**config.mk**
```make
export PLATFORM = sky130hd
export DESIGN_NAME = param_sync_fifo
export DESIGN_NICKNAME = d
export VERILOG_FILES = /design/src/rtl/param_sync_fifo_pkg.sv /design/src/rtl/param_sync_fifo_ram.sv /design/src/rtl/param_sync_fifo.sv
export SDC_FILE = /design/constraint.sdc
export NUM_CORES = 1
export LEC_CHECK = 0
export ABC_CLOCK_PERIOD_IN_PS = 2700
export BUFFER_PORTS_ARGS = -buffer_cell sky130_fd_sc_hd__buf_2
export CELL_PAD_IN_SITES_DETAIL_PLACEMENT = 1
export CELL_PAD_IN_SITES_GLOBAL_PLACEMENT = 2
export CORE_MARGIN = 2
export CORE_UTILIZATION = 48
export CTS_BUF_LIST = sky130_fd_sc_hd__clkbuf_8
export CTS_CLUSTER_SIZE = 14
export DETAILED_ROUTE_END_ITERATION = 8
export PLACE_DENSITY_LB_ADDON = 0.05
export REMOVE_ABC_BUFFERS = 1
export SYNTH_ARGS = -nofsm -noshare
export SYNTH_HDL_FRONTEND = slang
export SYNTH_SLANG_ARGS = --single-unit
```
**constraint.sdc**
```tcl
create_clock -name clk -period 2.7 [get_ports clk]
set_input_delay 0.405 -clock clk [delete_from_list [all_inputs] [get_ports clk]]
set_output_delay 0.405 -clock clk [all_outputs]
set_load 0.01 [all_outputs]
```
**src/rtl/param_sync_fifo_pkg.sv**
```systemverilog
// param_sync_fifo_pkg: shared operation encoding and pointer-wrap helper for param_sync_fifo.
package param_sync_fifo_pkg;

    typedef enum logic [1:0] {OP_IDLE, OP_WR, OP_RD, OP_RDWR} fifo_op_e;

    // Wraps at depth-1 explicitly so any depth works, not only powers of two.
    function automatic int unsigned next_ptr(input int unsigned ptr, input int unsigned depth);
        return (ptr == depth - 1) ? 0 : ptr + 1;
    endfunction

endpackage

```
**src/rtl/param_sync_fifo_ram.sv**
```systemverilog
// param_sync_fifo_ram: DEPTH x WIDTH storage, synchronous write, asynchronous read.
module param_sync_fifo_ram #(
    parameter  int DEPTH = 16,
    parameter  int WIDTH = 8,
    localparam int AW    = $clog2(DEPTH)
) (
    input  logic             clk,
    input  logic             we,
    input  logic [AW-1:0]    waddr,
    input  logic [WIDTH-1:0] wdata,
    input  logic [AW-1:0]    raddr,
    output logic [WIDTH-1:0] rdata
);

    logic [WIDTH-1:0] mem_q [DEPTH];

    always_ff @(posedge clk) begin
        if (we) mem_q[waddr] <= wdata;
    end

    assign rdata = mem_q[raddr];

endmodule

```
**src/rtl/param_sync_fifo.sv**
```systemverilog
// param_sync_fifo: single-clock FIFO, any depth >= 2, show-ahead read, level and threshold flags.
// Define PARAM_SYNC_FIFO_ERR_FLAGS_EN to add sticky overflow/underflow outputs.
module param_sync_fifo
    import param_sync_fifo_pkg::*;
#(
    parameter  int DEPTH     = 16,
    parameter  int WIDTH     = 8,
    parameter  int AF_THRESH = DEPTH - 2,
    parameter  int AE_THRESH = 2,
    localparam int AW        = $clog2(DEPTH),
    localparam int LW        = $clog2(DEPTH + 1)
) (
    input  logic             clk,
    input  logic             rst,
    input  logic             clr,
    input  logic [WIDTH-1:0] din,
    input  logic             wr_en,
    input  logic             rd_en,
    output logic [WIDTH-1:0] dout,
    output logic             full,
    output logic             empty,
    output logic             almost_full,
    output logic             almost_empty,
    output logic [LW-1:0]    level
`ifdef PARAM_SYNC_FIFO_ERR_FLAGS_EN
    ,
    output logic             overflow,
    output logic             underflow
`endif
);

    logic [AW-1:0]    wr_ptr_q, wr_ptr_d, rd_ptr_q, rd_ptr_d;
    logic [LW-1:0]    count_q, count_d;
    logic [WIDTH-1:0] rdata;
    logic             wr_ok, rd_ok;
    fifo_op_e         op;

    // Flags decode from the registered count only, never from this cycle's requests.
    assign full         = count_q == LW'(DEPTH);
    assign empty        = count_q == '0;
    assign almost_full  = count_q >= LW'(AF_THRESH);
    assign almost_empty = count_q <= LW'(AE_THRESH);
    assign level        = count_q;
    assign dout         = empty ? '0 : rdata;

    assign wr_ok = wr_en & ~full;
    assign rd_ok = rd_en & ~empty;
    assign op    = fifo_op_e'({rd_ok, wr_ok});

    always_comb begin
        wr_ptr_d = wr_ptr_q;
        rd_ptr_d = rd_ptr_q;
        count_d  = count_q;
        case (op)
            OP_WR: begin
                wr_ptr_d = AW'(next_ptr(32'(wr_ptr_q), DEPTH));
                count_d  = count_q + LW'(1);
            end
            OP_RD: begin
                rd_ptr_d = AW'(next_ptr(32'(rd_ptr_q), DEPTH));
                count_d  = count_q - LW'(1);
            end
            OP_RDWR: begin
                wr_ptr_d = AW'(next_ptr(32'(wr_ptr_q), DEPTH));
                rd_ptr_d = AW'(next_ptr(32'(rd_ptr_q), DEPTH));
            end
            default: ;
        endcase
    end

    always_ff @(posedge clk or negedge rst) begin
        if (!rst) begin
            wr_ptr_q <= '0;
            rd_ptr_q <= '0;
            count_q  <= '0;
        end else if (clr) begin
            wr_ptr_q <= '0;
            rd_ptr_q <= '0;
            count_q  <= '0;
        end else begin
            wr_ptr_q <= wr_ptr_d;
            rd_ptr_q <= rd_ptr_d;
            count_q  <= count_d;
        end
    end

    param_sync_fifo_ram #(.DEPTH(DEPTH), .WIDTH(WIDTH)) u_ram (
        .clk   (clk),
        .we    (wr_ok & ~clr),
        .waddr (wr_ptr_q),
        .wdata (din),
        .raddr (rd_ptr_q),
        .rdata (rdata)
    );

`ifdef PARAM_SYNC_FIFO_ERR_FLAGS_EN
    logic ovf_q, unf_q;

    always_ff @(posedge clk or negedge rst) begin
        if (!rst) begin
            ovf_q <= 1'b0;
            unf_q <= 1'b0;
        end else begin
            ovf_q <= clr ? 1'b0 : ovf_q | (wr_en & full);
            unf_q <= clr ? 1'b0 : unf_q | (rd_en & empty);
        end
    end

    assign overflow  = ovf_q;
    assign underflow = unf_q;
`endif

endmodule

```
# ---- Yosys cells after proc, flatten, opt, wreduce, memory -nomap -nowiden
# Memories as Yosys holds them, arrays and structs flattened.
# Index checks and enable logic that the tools add are counted.
dict set report classes {
  n_addsub 4
  n_lt_le_gt_ge 2
  n_eq_ne 6
  muxes 11
  bitwise 6
  reduce_logical 6
}
# cell n
set op_table {}
lappend op_table {{2-to-1 mux 4 bit} 6}
lappend op_table {{one-hot mux 5 bit (2 select lines)} 1}
lappend op_table {{adder 4 x 1 -> 4 bit (second input constant)} 2}
lappend op_table {{== test 4 bit (second input constant)} 2}
lappend op_table {{2-to-1 mux 8 bit} 1}
lappend op_table {{adder 5 x 1 -> 5 bit (second input constant)} 1}
lappend op_table {{== test 5 bit (second input constant)} 1}
lappend op_table {{greater-or-equal comparator 5 x 4 -> 1 bit (second input constant)} 1}
lappend op_table {{<= comparator 5 x 2 -> 1 bit (second input constant)} 1}
lappend op_table {{logical NOT 5 bit} 1}
lappend op_table {{2-to-1 mux 5 bit} 1}
lappend op_table {{subtractor 5 x 1 -> 5 bit (second input constant)} 1}
lappend op_table {{== test 2 bit (second input constant)} 2}
lappend op_table {{nonzero test 2 bit} 2}
lappend op_table {{OR reduction 2 bit} 2}
lappend op_table {{bitwise AND 1 bit} 3}
lappend op_table {{inverter 1 bit} 3}
lappend op_table {{nonzero test 3 bit} 1}
lappend op_table {{== test 2 x 1 -> 1 bit (second input constant)} 1}
lappend op_table {{2-to-1 mux 1 bit} 2}
dict set report totals {
  ff_bits 13
  ramBits 128
  input_bits 13
  output_inout_bits 17
  elab_cells 39
  memories 1
}
# name words width rd rd_clocked_by_memory_dff write_ports line
set memory_table {}
lappend memory_table {u_ram.mem_q 16 8 1 0 1 param_sync_fifo_ram.sv:15} ;# logic [WIDTH-1:0] mem_q [DEPTH];

# ---- Longest topological paths before layout
dict set report depth {
  depth_word 7
  mapped_depth 9
  ltp_nobuf 8
}

# ---- Cells and area by module
# From an unflattened synthesis, not the netlist that was laid out.
dict set report hier_totals {
  cells_unflattened 332
  area_unflattened_um2 5965.7
}
# mod n_inst cells_per_inst area_per_inst_um2 seq_area_each_um2
set by_module_without_submodules {}
lappend by_module_without_submodules {param_sync_fifo_ram 1 221 4987.3 3843.7}
lappend by_module_without_submodules {param_sync_fifo 1 111 978.4 325.3}

# ---- Worst setup path before layout
# Ideal clock, no wire load.
dict set report synth_path {
  path_kind {reg2reg}
  from {register count_q[1] (netlist: level[1])}
  to {register count_q[4] (netlist: level[4])}
  setup_time_ns 0.131
  arrival_time_ns 2.335
  t_required_ns 2.569
  slack_ns 0.234
  stages_incl_launch_ff 10
  n_path_buf 1
  synth_period_minus_slack_ns 2.466
  cell_sequence {dfrtp_1 > buf_6 > nor4_4 > mux2_2 > xor2_1 > ha_1 > o31a_1 > o21ai_0 > mux2_2 > nand4_1}
}
dict set report synth_between {
  elab_chain_len 6
  elab_cells_between_ends 13
  cone_classes {add/sub: 2; eq/ne: 3; mux: 2; bitwise: 4; reduce/logical: 2}
}
# item line
set synth_lines {}
lappend synth_lines {{start: declaration} param_sync_fifo.sv:33} ;# logic [LW-1:0] count_q, count_d;
lappend synth_lines {{start signal: assignment} param_sync_fifo.sv:83} ;# count_q <= count_d;
lappend synth_lines {{== test 5 bit / logical NOT 5 bit (equally long branches)} {param_sync_fifo.sv:39, param_sync_fifo.sv:40}}
lappend synth_lines {{inverter 1 bit (on tied branches)} {param_sync_fifo.sv:46, param_sync_fifo.sv:47}}
lappend synth_lines {{bitwise AND 1 bit (on tied branches)} {param_sync_fifo.sv:46, param_sync_fifo.sv:47}}
lappend synth_lines {{== test 2 bit / == test 2 x 1 -> 1 bit (equally long branches)} param_sync_fifo.sv:54} ;# case (op)
lappend synth_lines {{one-hot mux 5 bit (2 select lines)} param_sync_fifo.sv:54}
lappend synth_lines {{2-to-1 mux 5 bit} param_sync_fifo.sv:76} ;# end else if (clr) begin
# Several ways; a longest one is shown, not always the timed one.
# A chain may end at the register's enable or synchronous reset.

# ---- Worst setup path in the final report
dict set report layout_path {
  from {register rd_ptr_q[0]}
  to {output port dout[7]}
}
dict set report layout_between {
  elab_chain_len 2
}
# item line
set layout_lines {}
lappend layout_lines {{start: declaration} param_sync_fifo.sv:32} ;# logic [AW-1:0] wr_ptr_q, wr_ptr_d, rd_ptr_q, rd_ptr_d;
lappend layout_lines {{start signal: assignment} param_sync_fifo.sv:82} ;# rd_ptr_q <= rd_ptr_d;
lappend layout_lines {{memory (16 x 8 bit)} n/a}
lappend layout_lines {{2-to-1 mux 8 bit} param_sync_fifo.sv:44} ;# assign dout = empty ? '0 : rdata;
lappend layout_lines {{end: declaration} param_sync_fifo.sv:19} ;# output logic [WIDTH-1:0] dout,
# No other way between the ends.

==> flow_summary_export.csv <==
group,metric,value,unit
status,status,"completed",
routing,first_pass_iters,4,
synthesis,synth_most_common_cell,"edfxtp_1",
clock_tree,cts_tree,"yes",
setup_path,path_class,"reg2out",
setup_path,critPathArrivalTime,2.20,ns
global_route,antenna_found_initial,0,
sta,final-max-slew-violation-count,0,
synthesis,synthArstFlopShare,9.22,%
floorplanning,die-area,13300,µm²
pwr,p_seq_share,46.2,%
routing,routedWlPerCell,21.9,µm
routing,first_iter_violations,206,
final_layout,area.growth.synth_to_final,14.1,%
global_route,grt_overflow_total,0,
min_path,hold_depth,1,
placement,gp_congestion,0.781,
min_path,hold_start,"din[0]",
routing,wl,12400,µm
run,maxCapViolCount,0,
sta,fin_crit_sh,96.5,%
pwr,p_switching,0.00160,W
pwr,pwr-share-comb,29.2,%
routing,vias_per_cell,5.65,
pwr,power,0.00553,W
placement,io_buffers,29,
floorplanning,initial_core_util,49.3,%
synthesis,ys_ff_latch,141,
floorplanning,die_h,115,µm
clock_tree,insertion_delay,0.43,ns
placement,preCtsSetupSlack,0.242,ns
floorplanning,coreArea,12100,µm²
floorplanning,die_x,115,µm
clock_tree,clk_pin_slew,0.07,ns
final_layout,layout.cells.non_filler,568,
floorplanning,row_count,40,
sta,worstMarginPinSlew,0.777,ns
sta,whs,0.344,ns
placement,dp_cells,538,
setup_path,crit_slowest_cell,"mux4_2",
routing,ant_nets,0,
setup_path,endpoint_kind,"output port",
pwr,intPower,0.00393,W
synthesis,ys_types,46,
global_route,grt.total_usage,20.8,%
setup_path,critPathMaxStageDelay,0.53,ns
setup_path,reg2regPathDepth,8,
sta,setup_viol_count_final,0,
synthesis,yosysTopAreaCell,"edfxtp_1",
pwr,clkPwrFrac,24.5,%
synthesis,syn_avg_cell_area,17.7,µm²
pwr,netSwitchingFraction,28.9,%
floorplanning,io_pins,30,
pwr,powerDensity,815,nW/µm²
clock_tree,clock_sinks,141,
clock_tree,ctsHtreeMaxLevel,4,
synthesis,synth_top_cells_by_area,"edfxtp_1 (65%), mux4_2 (12%), dfrtp_1 (5.5%)",
final_layout,layout-drive-gt1-share,29.8,%
final_layout,antenna_cells,0,
setup_path,critPathMaxFanout,19,
routing,num_vias,3210,
sta,finClkSkew,0.00347,ns
min_path,min_path_type,"in2reg",
setup_path,reg2reg_slack,0.28,ns
sta,fmax,384,MHz
setup_path,cp.required,2.30,ns
sta,finalCriticalPeriod,2.61,ns
clock_tree,clock_path_buffers,2,
setup_path,r2r-end,"level[4]",
setup_path,r2r-start,"level[1]",
placement,place_hpwl,8010,µm
sta,rsz0062_at_grt,"yes",
synthesis,synth_cells,335,
synthesis,ys_top_cells_by_count,"edfxtp_1 (128), mux4_2 (32), nor2_1 (23)",
sta,maxSlewHeadroom,48.2,%
synthesis,synth_edf_count,128,
routing,drc,0,
sta,hold_violations,0,
global_route,grt_pass1_vias,3440,
pwr,power.leakage,2.27,nW
clock_tree,cts_buffers,17,
min_path,holdPathEnd,"u_ram.mem_q[5][0]",
synthesis,synth_area,5940,µm²
synthesis,ys_seq_area_share,70.1,%
setup_path,critical_path.cell_chain,"buf_12 > mux4_2 > mux2i_1 > o22ai_1 > buf_2",
synthesis,synth_flop_cell,"edfxtp_1",
global_route,grt_pass1_wl,19400,µm
global_route,grt_max_degree,37,
sta,setup_ws,0.0933,ns
clock_tree,clock-root-buffer,"clkbuf_8",
setup_path,critPathLaunchType,"register",
synthesis,synth_top_area_share,64.7,%
final_layout,fin_nets,413,
pwr,ir_drop,0.371,mV
synthesis,ys_warn_count,0,
[kinds of logic after synthesis]
family          Yosys count  share of synthesized area (%)
buf+inv                  26                           2.00
simple gates             59                           5.01
compound gates           41                           4.34
fa+ha+maj                 7                           1.47
xor+xnor                  3                          0.442
mux                      58                           16.6
flops                   141                           70.1
[sequential cells by signal, summed over array words and instances, names as in the netlist]
signal,flops
level,5
u_ram.mem_q,128
rd_ptr_q,4
wr_ptr_q,4
[layer usage]
| layer | track usage, % | routed length, µm | vias to the layer above |
|---|---|---|---|
| met2 | 34.3 | 6430 | 87 |
| met5 | 0 | 0 | - |
| met1 | 26.8 | 5180 | 1654 |
| li1 | - | - | 1450 |
| met4 | 9.32 | 246 | 0 |
| met3 | 4.32 | 579 | 19 |
[cells in the final DEF, fill, tap and decap left out, types with 3 or more instances in the layout]
master | Yosys | routed
a21oi_1 | 12 | 12
buf_2 | 5 | 29
buf_4 | 0 | 25
clkbuf_8 | 0 | 17
clkinv_1 | 0 | 5
dfrtp_1 | 13 | 10
dfrtp_2 | 0 | 3
edfxtp_1 | 128 | 128
ha_1 | 7 | 7
inv_1 | 7 | 9
mux2_2 | 3 | 3
mux2i_1 | 22 | 21
mux4_2 | 32 | 32
nand2_1 | 12 | 12
nor2_1 | 23 | 23
nor2b_1 | 3 | 3
nor3_1 | 5 | 5
o21ai_0 | 5 | 5
o22ai_1 | 8 | 8
[through the flow]
stage | cell area (µm²) | utilization (%) | setup TNS, ns
global route | 6780 | 56.2 | -0.0193
CTS | 6760 | 56.0 | 0
floorplan | 5850 | - | -0.541
global placement | 6420 | 53.2 | 0
detailed placement | 6420 | 53.2 | 0
finish | 6780 | 56.2 | 0
[critical path, delay by kind of cell (launching register included)]
family | cells | cell delay [ns]
flip-flops | 1 | 0.42
AO/OA/AOI/OAI | 1 | 0.15
multiplexers | 2 | 0.82
buffers and inverters | 2 | 0.38
[worst max-delay path by stage]
| stage | startpoint | to | slack [ns] | cells past startpoint |
|---|---|---|---|---|
| floorplan | rd_ptr_q[0] | dout[6] | -0.07 | 3 |
| global placement | level[1] | level[4] | 0.31 | 8 |
| detailed placement | level[1] | level[4] | 0.24 | 8 |
| CTS | level[0] | dout[0] | 0.02 | 5 |
| global route | rd_ptr_q[0] | dout[5] | -0.02 | 5 |
| finish | rd_ptr_q[0] | dout[7] | 0.09 | 5 |
[power by group through the flow]
stage                     Sequential [W]  Clock (W)  Combinational (W)
after global routing             0.00257    0.00149            0.00176
final                            0.00255    0.00136            0.00162
after CTS                        0.00255    0.00141            0.00161
after detailed placement         0.00259          0            0.00155
after floorplan                  0.00271          0           0.000879
after global placement           0.00258          0            0.00154
[final cells by class]
| class | instances | area (µm²) |
|---|---|---|
| clock buffer | 17 | 234 |
| clock inverter | 9 | 61.3 |
| fill | 1123 | 5280 |
| inverter | 7 | 26.3 |
| multi-input combinational | 168 | 1660 |
| sequential | 141 | 4170 |
| tap | 168 | 210 |
| timing repair buffer | 58 | 415 |
[what timing repair did]
item | CTS | global route
setup buffers | 0 | 2
gates cloned | 1 | 0
gates resized for setup | 1 | 2
endpoints found under the hold margin | 13 | 0
setup endpoints to repair | 4 | 5
pin swaps | 0 | 1
hold buffers | 1 | 0
Note: power is estimated with default switching activity, not from simulation.
